==> config.mk <==
export PLATFORM = sky130hd
export DESIGN_NAME = dense_backprop_calculator
export DESIGN_NICKNAME = d
export VERILOG_FILES = /design/src/rtl/fixed_point_pkg.sv /design/src/rtl/fixed_mac_lane.sv /design/src/rtl/dense_backprop_calculator.sv
export SDC_FILE = /design/constraint.sdc
export NUM_CORES = 2
export LEC_CHECK = 0
export CELL_PAD_IN_SITES_DETAIL_PLACEMENT = 1
export CELL_PAD_IN_SITES_GLOBAL_PLACEMENT = 2
export CORE_MARGIN = 10
export CORE_UTILIZATION = 40
export DETAILED_ROUTE_END_ITERATION = 8
export GPL_ROUTABILITY_DRIVEN = 1
export PLACE_DENSITY = 0.79
export SYNTH_ARGS = -nofsm -noshare
export SYNTH_HDL_FRONTEND = slang
export SYNTH_SLANG_ARGS = --single-unit
export TNS_END_PERCENT = 5
==> constraint.sdc <==
create_clock -name clk -period 9.25 [get_ports clk]
set_input_delay 1.3875 -clock clk [delete_from_list [all_inputs] [get_ports clk]]
set_output_delay 1.3875 -clock clk [all_outputs]
set_load 0.01 [all_outputs]
==> src/rtl/fixed_point_pkg.sv <==
// ---------------------------------------------------------------------------
// fixed_point_pkg
// Shared definitions for the dense back-propagation datapath.
//   DATA_SIZE : width of one signed Q8.8 element
//   FRAC_BITS : number of fractional bits (DATA_SIZE/2)
//   state_t   : control states of the back-prop calculator
//   sat_data  : clamps a wide signed value into the DATA_SIZE range
// ---------------------------------------------------------------------------
package fixed_point_pkg;

    localparam int DATA_SIZE = 16;
    localparam int FRAC_BITS = DATA_SIZE / 2;

    localparam logic signed [63:0] SAT_MAX = (64'sd1 <<< (DATA_SIZE - 1)) - 64'sd1;
    localparam logic signed [63:0] SAT_MIN = -SAT_MAX - 64'sd1;

    typedef enum logic [1:0] {
        IDLE  = 2'd0,
        ACCUM = 2'd1,
        DONE  = 2'd2
    } state_t;

    // Callers sign-extend their value to 64 bits first, so one function
    // serves any accumulator width up to 64.
    function automatic logic signed [DATA_SIZE-1:0] sat_data(input logic signed [63:0] i_x);
        if (i_x > SAT_MAX) begin
            return {1'b0, {(DATA_SIZE-1){1'b1}}};
        end else if (i_x < SAT_MIN) begin
            return {1'b1, {(DATA_SIZE-1){1'b0}}};
        end else begin
            return i_x[DATA_SIZE-1:0];
        end
    endfunction

endpackage

==> src/rtl/fixed_mac_lane.sv <==
// ---------------------------------------------------------------------------
// fixed_mac_lane
// One signed multiply-accumulate lane. Each enabled cycle adds the full-width
// product i_weight * i_delta into a wide accumulator; o_sat is the accumulator
// rescaled back to Q8.8 (arithmetic shift) and saturated.
//   clk, reset : clock, synchronous active-high reset
//   i_clr      : zero the accumulator (wins over i_en)
//   i_en       : accumulate this cycle
//   i_weight   : signed weight element
//   i_delta    : signed delta element
//   o_sat      : saturated Q8.8 view of the current accumulator
// ---------------------------------------------------------------------------
module fixed_mac_lane
    import fixed_point_pkg::*;
#(
    parameter int DATA_W = DATA_SIZE,
    parameter int ACC_W  = 2 * DATA_SIZE + 3
) (
    input  logic                     clk,
    input  logic                     reset,
    input  logic                     i_clr,
    input  logic                     i_en,
    input  logic signed [DATA_W-1:0] i_weight,
    input  logic signed [DATA_W-1:0] i_delta,
    output logic signed [DATA_W-1:0] o_sat
);

    logic signed [2*DATA_W-1:0] w_prod;
    logic signed [ACC_W-1:0]    w_prod_ext;
    logic signed [ACC_W-1:0]    w_shift;
    logic signed [63:0]         w_shift_ext;
    logic signed [ACC_W-1:0]    r_acc_p0;

    assign w_prod     = i_weight * i_delta;
    assign w_prod_ext = {{(ACC_W-2*DATA_W){w_prod[2*DATA_W-1]}}, w_prod};

    // stage 0: accumulate
    always_ff @(posedge clk) begin
        if (reset || i_clr) begin
            r_acc_p0 <= '0;
        end else if (i_en) begin
            r_acc_p0 <= r_acc_p0 + w_prod_ext;
        end
    end

    // rescale: product carried 2*FRAC_BITS fraction bits, drop FRAC_BITS of them
    assign w_shift     = r_acc_p0 >>> FRAC_BITS;
    assign w_shift_ext = {{(64-ACC_W){w_shift[ACC_W-1]}}, w_shift};
    assign o_sat       = sat_data(w_shift_ext);

endmodule

==> src/rtl/dense_backprop_calculator.sv <==
// ---------------------------------------------------------------------------
// dense_backprop_calculator
// Back-propagates the z-to-z error vector through the current layer's weight
// matrix: diff_dense[j] = sum_i W[i][j] * delta[i]. Weight rows stream in one
// per handshake; the result is held in an output register presented with a
// valid/ready pair.
//   clk, reset      : clock, synchronous active-high reset
//   start_new_layer : latch delta, clear accumulators, begin a pass
//   diff_z_to_z     : delta vector, element k at [data_size*(size-k)-1 -: data_size]
//   weight_row      : one row of W, element j at [data_size*(prev_size-j)-1 -: data_size]
//   weight_valid    : weight_row valid
//   weight_ready    : row accepted when valid && ready
//   diff_dense      : result vector, same packing as weight_row
//   dense_valid     : result valid (DONE)
//   dense_ready     : consumer accepts result
//   busy            : pass in progress or result pending
// ---------------------------------------------------------------------------
module dense_backprop_calculator
    import fixed_point_pkg::*;
#(
    parameter int data_size = DATA_SIZE,
    parameter int size      = 3,
    parameter int prev_size = 3
) (
    input  logic                           clk,
    input  logic                           reset,
    input  logic                           start_new_layer,
    input  logic [data_size*size-1:0]      diff_z_to_z,
    input  logic [data_size*prev_size-1:0] weight_row,
    input  logic                           weight_valid,
    output logic                           weight_ready,
    output logic [data_size*prev_size-1:0] diff_dense,
    output logic                           dense_valid,
    input  logic                           dense_ready,
    output logic                           busy
);

    localparam int RW    = (size > 1) ? $clog2(size) : 1;
    localparam int ACC_W = 2 * data_size + $clog2(size) + 1;
    localparam logic [RW-1:0] LAST_ROW = RW'(size - 1);

    state_t                       r_state;
    logic                         r_weight_ready;
    logic                         r_dense_valid;
    logic                         r_busy;
    logic [RW-1:0]                r_row;
    // Set once the final row is in; the accumulators then need one more
    // edge to settle before the output register samples them.
    logic                         r_rows_done;
    logic signed [data_size-1:0]  r_delta [size];
    logic signed [data_size-1:0]  r_out   [prev_size];
    logic signed [data_size-1:0]  w_sat   [prev_size];
    logic signed [data_size-1:0]  w_delta_sel;
    logic                         w_accept;

    // A start in the same cycle cancels any row handshake; rows arriving
    // after the last one (before DONE) are not accumulated.
    assign w_accept    = weight_valid && (r_state == ACCUM) && !r_rows_done && !start_new_layer;
    assign w_delta_sel = r_delta[r_row];

    genvar j;
    generate
        for (j = 0; j < prev_size; j++) begin : g_lane
            fixed_mac_lane #(
                .DATA_W (data_size),
                .ACC_W  (ACC_W)
            ) u_lane (
                .clk      (clk),
                .reset    (reset),
                .i_clr    (start_new_layer),
                .i_en     (w_accept),
                .i_weight (weight_row[data_size*(prev_size-j)-1 -: data_size]),
                .i_delta  (w_delta_sel),
                .o_sat    (w_sat[j])
            );
            assign diff_dense[data_size*(prev_size-j)-1 -: data_size] = r_out[j];
        end
    endgenerate

    // control FSM, row counter, delta latch and output register
    always_ff @(posedge clk) begin
        if (reset) begin
            r_state        <= IDLE;
            r_weight_ready <= 1'b0;
            r_dense_valid  <= 1'b0;
            r_busy         <= 1'b0;
            r_row          <= '0;
            r_rows_done    <= 1'b0;
            for (int k = 0; k < prev_size; k++) begin
                r_out[k] <= '0;
            end
        end else if (start_new_layer) begin
            for (int k = 0; k < size; k++) begin
                r_delta[k] <= diff_z_to_z[data_size*(size-k)-1 -: data_size];
            end
            r_state        <= ACCUM;
            r_weight_ready <= 1'b1;
            r_dense_valid  <= 1'b0;
            r_busy         <= 1'b1;
            r_row          <= '0;
            r_rows_done    <= 1'b0;
        end else begin
            case (r_state)
                IDLE: begin
                    r_weight_ready <= 1'b0;
                    r_dense_valid  <= 1'b0;
                    r_busy         <= 1'b0;
                end
                ACCUM: begin
                    if (r_rows_done) begin
                        for (int k = 0; k < prev_size; k++) begin
                            r_out[k] <= w_sat[k];
                        end
                        r_state        <= DONE;
                        r_weight_ready <= 1'b0;
                        r_dense_valid  <= 1'b1;
                        r_rows_done    <= 1'b0;
                    end else if (w_accept) begin
                        if (r_row == LAST_ROW) begin
                            r_row       <= '0;
                            r_rows_done <= 1'b1;
                        end else begin
                            r_row <= r_row + RW'(1);
                        end
                    end
                end
                DONE: begin
                    if (dense_ready) begin
                        r_state       <= IDLE;
                        r_dense_valid <= 1'b0;
                        r_busy        <= 1'b0;
                    end
                end
                default: begin
                    r_state        <= IDLE;
                    r_weight_ready <= 1'b0;
                    r_dense_valid  <= 1'b0;
                    r_busy         <= 1'b0;
                end
            endcase
        end
    end

    assign weight_ready = r_weight_ready;
    assign dense_valid  = r_dense_valid;
    assign busy         = r_busy;

endmodule
== Yosys cells after proc, flatten, opt, wreduce, memory -nomap -nowiden ==
Memory sizes are Yosys's and may differ from the RTL's. A register that Yosys moved wholly into a read port is not among the register bits.
Cells that the tools add are included.

* Register bits after elaboration: 113
* RAM bits: 96
* Output and inout port bits: 51
* Memories: 2

{| class="wikitable"
|+ Memory list
! name !! depth !! width !! rd ports !! clocked after memory_dff !! wr ports !! RTL line !! text
|-
| r_delta || 3 || 16 || 1 || 1 || 3 || dense_backprop_calculator.sv:50 || <nowiki>logic signed [data_size-1:0] r_delta [size];</nowiki>
|-
| r_out || 3 || 16 || 3 || 0 || 3 || dense_backprop_calculator.sv:51 || <nowiki>logic signed [data_size-1:0] r_out [prev_size];</nowiki>
|}

* Add/sub/neg operators: 4
* $mul: 3
* Magnitude comparators: 6
* Eq/ne operators: 10
* Multiplexer cells: 37
* Bitwise gates (word level): 5
* Reductions and logical operators: 14

{| class="wikitable"
|+ Operators with widths
! operator !! count
|-
| $mux 16 || 9
|-
| $add 35x32->35 || 3
|-
| $mul 16x16->32 || 3
|-
| $gt 27x16->1 const B || 3
|-
| $lt 27x16->1 const B || 3
|-
| $mux 1 || 19
|-
| $mux 2 || 5
|-
| $ne 2x2->1 const B || 5
|-
| $reduce_and 3->1 || 3
|-
| $ne 3x3->1 const B || 2
|-
| $pmux 1 s2 || 3
|-
| $pmux 2 s3 || 1
|-
| $reduce_and 2->1 || 3
|-
| $eq 2x2->1 const B || 2
|-
| $logic_and 1x1->1 || 3
|-
| $or 1x1->1 || 3
|-
| $add 2x1->2 const B || 1
|-
| $eq 2x1->1 const B || 1
|-
| $logic_not 1->1 || 2
|-
| $logic_not 2->1 || 1
|-
| $not 1->1 || 2
|-
| $reduce_or 2->1 || 1
|-
| $logic_or 1x1->1 || 1
|}

== Logic depth before layout (Yosys ltp) ==
* Word-level depth: 7
* Depth in mapped cells: 30
* Gate-level depth less buffers: 26

== Modules after synthesis ==
Synthesis repeated with hierarchy kept, for this count alone.

* Cell total of the unflattened synthesis: 4442
* Area total of the unflattened synthesis: 42550.8 um^2

{| class="wikitable"
|+ By module, submodules not included
! module !! instances !! cells each !! area each (um^2) !! sequential area each (um^2)
|-
| fixed_mac_lane at g_lane[1].u_lane || 1 || 1410 || 12917.4 || 700.7
|-
| fixed_mac_lane at g_lane[0].u_lane || 1 || 1411 || 12904.9 || 700.7
|-
| fixed_mac_lane at g_lane[2].u_lane || 1 || 1374 || 12742.2 || 700.7
|-
| dense_backprop_calculator || 1 || 247 || 3986.3 || 3083.0
|}

== Worst setup path after synthesis ==
Ideal clock, no wire load.

* Path kind: input-to-reg
* Start point: in weight_row[47]
* End point: reg g_lane[0].u_lane.r_acc_p0[30]
* Setup time: 128 ps
* Arrival: 7235 ps
* Slack: 1888 ps
* Cell stages on the path: 22
* Cells stage by stage: clkbuf_1 -> nand2_1 -> inv_1 -> fa_1 -> fa_1 -> fa_1 -> fa_1 -> fa_1 -> inv_1 -> fa_1 -> inv_1 -> ha_1 -> a211o_1 -> or2_2 -> a2111oi_1 -> o41ai_1 -> a31oi_1 -> nor2b_1 -> xor2_1 -> nor2_1 -> a21oi_1 -> nor2_1

* Longest elaborated chain between the ends: 2

{| class="wikitable"
|+ RTL lines
! item !! RTL line !! text
|-
| start, declared || dense_backprop_calculator.sv:29 || <nowiki>input logic [data_size*prev_size-1:0] weight_row,</nowiki>
|-
| $mul 16x16->32 || fixed_mac_lane.sv:34 || <nowiki>assign w_prod = i_weight * i_delta;</nowiki>
|-
| $add 35x32->35 || fixed_mac_lane.sv:42 || <nowiki>r_acc_p0 <= r_acc_p0 + w_prod_ext;</nowiki>
|-
| end signal, assigned || fixed_mac_lane.sv:42 ||
|-
| end, declared || fixed_mac_lane.sv:32 || <nowiki>logic signed [ACC_W-1:0] r_acc_p0;</nowiki>
|}

No other way between the ends.
A chain may end at the register's enable or synchronous reset.

==> flow_metrics.tcl <==
set metrics [dict create \
    status "finished clean" \
    cts.repair.resized 0 \
    use_met1_pct 27.5 \
    synth_most_common_cell "inv_1" \
    synth_nets 5797 \
    drtIter0Drc 1282 \
    via_per_inst 4.96 \
    yosys-top-cells-count "1061 x inv_1, 930 x fa_1, 534 x nand2_1" \
    netlist_area_sq_um 41800 \
    hold_slack_ns 0.453 \
    die-width_um 343 \
    ctsHoldBuffers 0 \
    path_cells "mux2i_1 -> o21ai_4 -> buf_4 -> nand2_1 -> inv_1 -> fa_1 -> fa_1 -> fa_1 -> fa_1 -> fa_1 -> inv_1 -> fa_1 -> inv_1 -> ha_1 -> a21o_1 -> a21o_1 -> a21oi_1 -> o31ai_1 -> o2111ai_2 -> a31oi_1 -> a41oi_1 -> mux2i_1 -> nand3_1" \
    cts_buffers 28 \
    cts_sinks 211 \
    post-route-drc-count 0 \
    crit_path_top_delay_cell "fa_1" \
    ys_ff_latch 211 \
    dpl.hpwl_um 93200 \
    gr-usage-all-layers_pct 19.8 \
    period_share_pct 89.5 \
    cts_max_level 1 \
    fin_skew_ns 0.0680 \
    tightest_slew_ns 1.06 \
    final_area_sq_um 46100 \
    start_util_pct 40.4 \
    synthCells 4454 \
    postRouteAntennaNets 0 \
    grt_pass1_wl_um 186000 \
    yosysTopAreaCell "fa_1" \
    worst-path-max-fanout 32 \
    drv_slew 0 \
    rsz0062_at_grt "false" \
    grt_max_degree 49 \
    drt-total-wl_um 113000 \
    cp-start-kind "flip-flop" \
    ys_top_cells_by_area "fa_1 45%, inv_1 9.5%, ha_1 9.3%, edfxtp_1 6.9%, dfxtp_1 5.5%" \
    ys_types 70 \
    critPathArrivalTime_ns 8.75 \
    cp-end-kind "flip-flop" \
    io_buffers 151 \
    min_period_ns 8.28 \
    synth.avg_cell_area_sq_um 9.39 \
    nNetsFinal 5869 \
    coreArea_sq_um 104000 \
    yosys_warnings 0 \
    clk_latency_ns 0.65 \
    grt_util_met3_pct 1.69 \
    dpl-instance-area_sq_um 45200 \
    die-area_sq_um 118000 \
    worstPathRequired_ns 9.72 \
    max_freq_mhz 121 \
    tns_ns 0 \
    post_cts_buffers 0 \
    grt.overflow.total 0 \
    synth_ff_type "dfxtp_1" \
    crit_type "reg2reg" \
    fp-row-count 118 \
    setup_viol 0 \
    grt.met2_usage_pct 34.1 \
    vias 29430 \
    grt.busiest_layer "met2" \
    syn2layout_area_growth_pct 10.2 \
    relSlewSlack_pct 28.8 \
    async_flop_share_pct 0 \
    worstHoldPathType "reg2reg" \
    dr.pass1.iters 5 \
    clkTransAtPathRegs_ns 0.06 \
    cap_viol_max_count 0 \
    critPathMaxStageDelay_ns 0.92 \
    grt_pass1_vias 33534 \
    io_pins 152 \
    drive_gt1_share_pct 3.65 \
    antenna_found_initial 6 \
    cts_root_buf "clkbuf_16" \
    cp_common_cell "fa_1" \
    place_congestion 0.824 \
    clockBufferDepth 3 \
    die_height_um 343 \
    hold_violations 0 \
    cts_tree "yes" \
    post_drt_wl_per_cell_um 19.0 \
    ys_seq_area_share_pct 12.4 \
    synth_enable_flop_cells 96 \
    yosysTopAreaCellShare_pct 44.5 \
]
-- path summary, 6_finish.rpt --
path,from,to,slack [ns],cells past startpoint
hold / removal,dense_valid$_SDFFE_PP0P_,dense_valid$_SDFFE_PP0P_,0.45,2
hold reg to reg,dense_valid$_SDFFE_PP0P_,dense_valid$_SDFFE_PP0P_,0.45,2
setup / recovery,flip-flop,g_lane[2].u_lane.r_acc_p0[34]$_SDFFE_PP0P_,0.97,23
setup reg to reg,flip-flop,g_lane[2].u_lane.r_acc_p0[34]$_SDFFE_PP0P_,0.97,23
-- per-stage QoR --
stage	worst slack [ns]	utilization [%]	cells
2_1_floorplan	1.89	-	4454
3_3_place_gp	0.613	43.6	5876
3_5_place_dp	0.453	43.6	5876
4_1_cts	0.943	44.5	5928
5_1_grt	0.405	44.5	5929
6_report	0.975	44.5	5930
-- critical path: cells and delay by family (launching register included) --
| kind | cells | cell delay, ns |
|---|---|---|
| and+or+nand+nor | 2 | 0.25 |
| muxes | 2 | 0.45 |
| adders and majority gates | 7 | 3.82 |
| AOI/OAI and AO/OA | 8 | 1.99 |
| DFF | 1 | 0.80 |
| buffers and inverters | 4 | 0.73 |
-- state kept, by name (all words and copies together), names as in the netlist, named ones only --
register	cells
busy	1
r_rows_done	1
r_row	2
weight_ready	1
r_delta	48
dense_valid	1
r_state	2
r_out	48
g_lane.u_lane.r_acc_p0	105
-- placed cells by master (no fill, tap or decap), types with 7 or more instances in the layout --
master           netlist  layout
a21oi_1              144     142
mux2i_1               18      18
nor3_1                21      21
a31oi_1               15      14
nand3_1               39      39
clkbuf_16              0      28
and2_1               316     315
o31ai_1                7       7
dfxtp_1              115     114
or2_2                 15      14
nor2b_1               58      58
o21ai_1                7       7
fa_1                 930     930
nor2_1               211     209
o21ai_0               69      55
o21ai_4                0      14
nand2_1              534     533
buf_4                  0      66
nor4_1                 9       9
a211oi_1              18      18
edfxtp_1              96      96
or3_1                  8       8
clkdlybuf4s50_1        0     151
inv_1               1061    1061
ha_1                 312     312
clkbuf_1             169       8
o21a_1                16      16
a21o_1                32      32
xnor2_1               70      70
o21bai_1              15      14
and3_1                 7       7
nand4_1               16      16
xor2_1                25      25
nand2b_1              19      19
-- cell families after synthesis --
group / after synthesis / share of synthesized area, %
AOI/OAI and AO/OA: 374 / 5.69
xor gates and xnor gates: 95 / 1.99
adders and majority gates: 1242 / 53.8
buffers and inverters: 1239 / 11.1
DFF: 211 / 12.4
muxes: 18 / 0.431
and+or+nand+nor: 1275 / 14.5
-- area by class of cell --
| cell class | instances | area (sq um) |
|---|---|---|
| inverter | 1061 | 3980 |
| multi-input combinational | 3004 | 32200 |
| tap | 1380 | 1730 |
| timing repair buffer | 220 | 2070 |
| antenna | 2 | 5.00 |
| clock inverter | 15 | 158 |
| sequential | 211 | 5190 |
| fill | 11934 | 57600 |
| clock buffer | 37 | 744 |
-- layer usage --
layer / vias to the layer above / part of all wire, % / wire (um)
li1: 13398 / - / -
met1: 15583 / 46 / 51500
met2: 357 / 49 / 55500
met3: 88 / 3.3 / 3750
met4: 4 / 1.6 / 1830
met5: - / 0.025 / 28
Power is left out: the tool's default activity adds up to more than one toggle a clock period on the data nets, which glitch-free logic cannot reach.
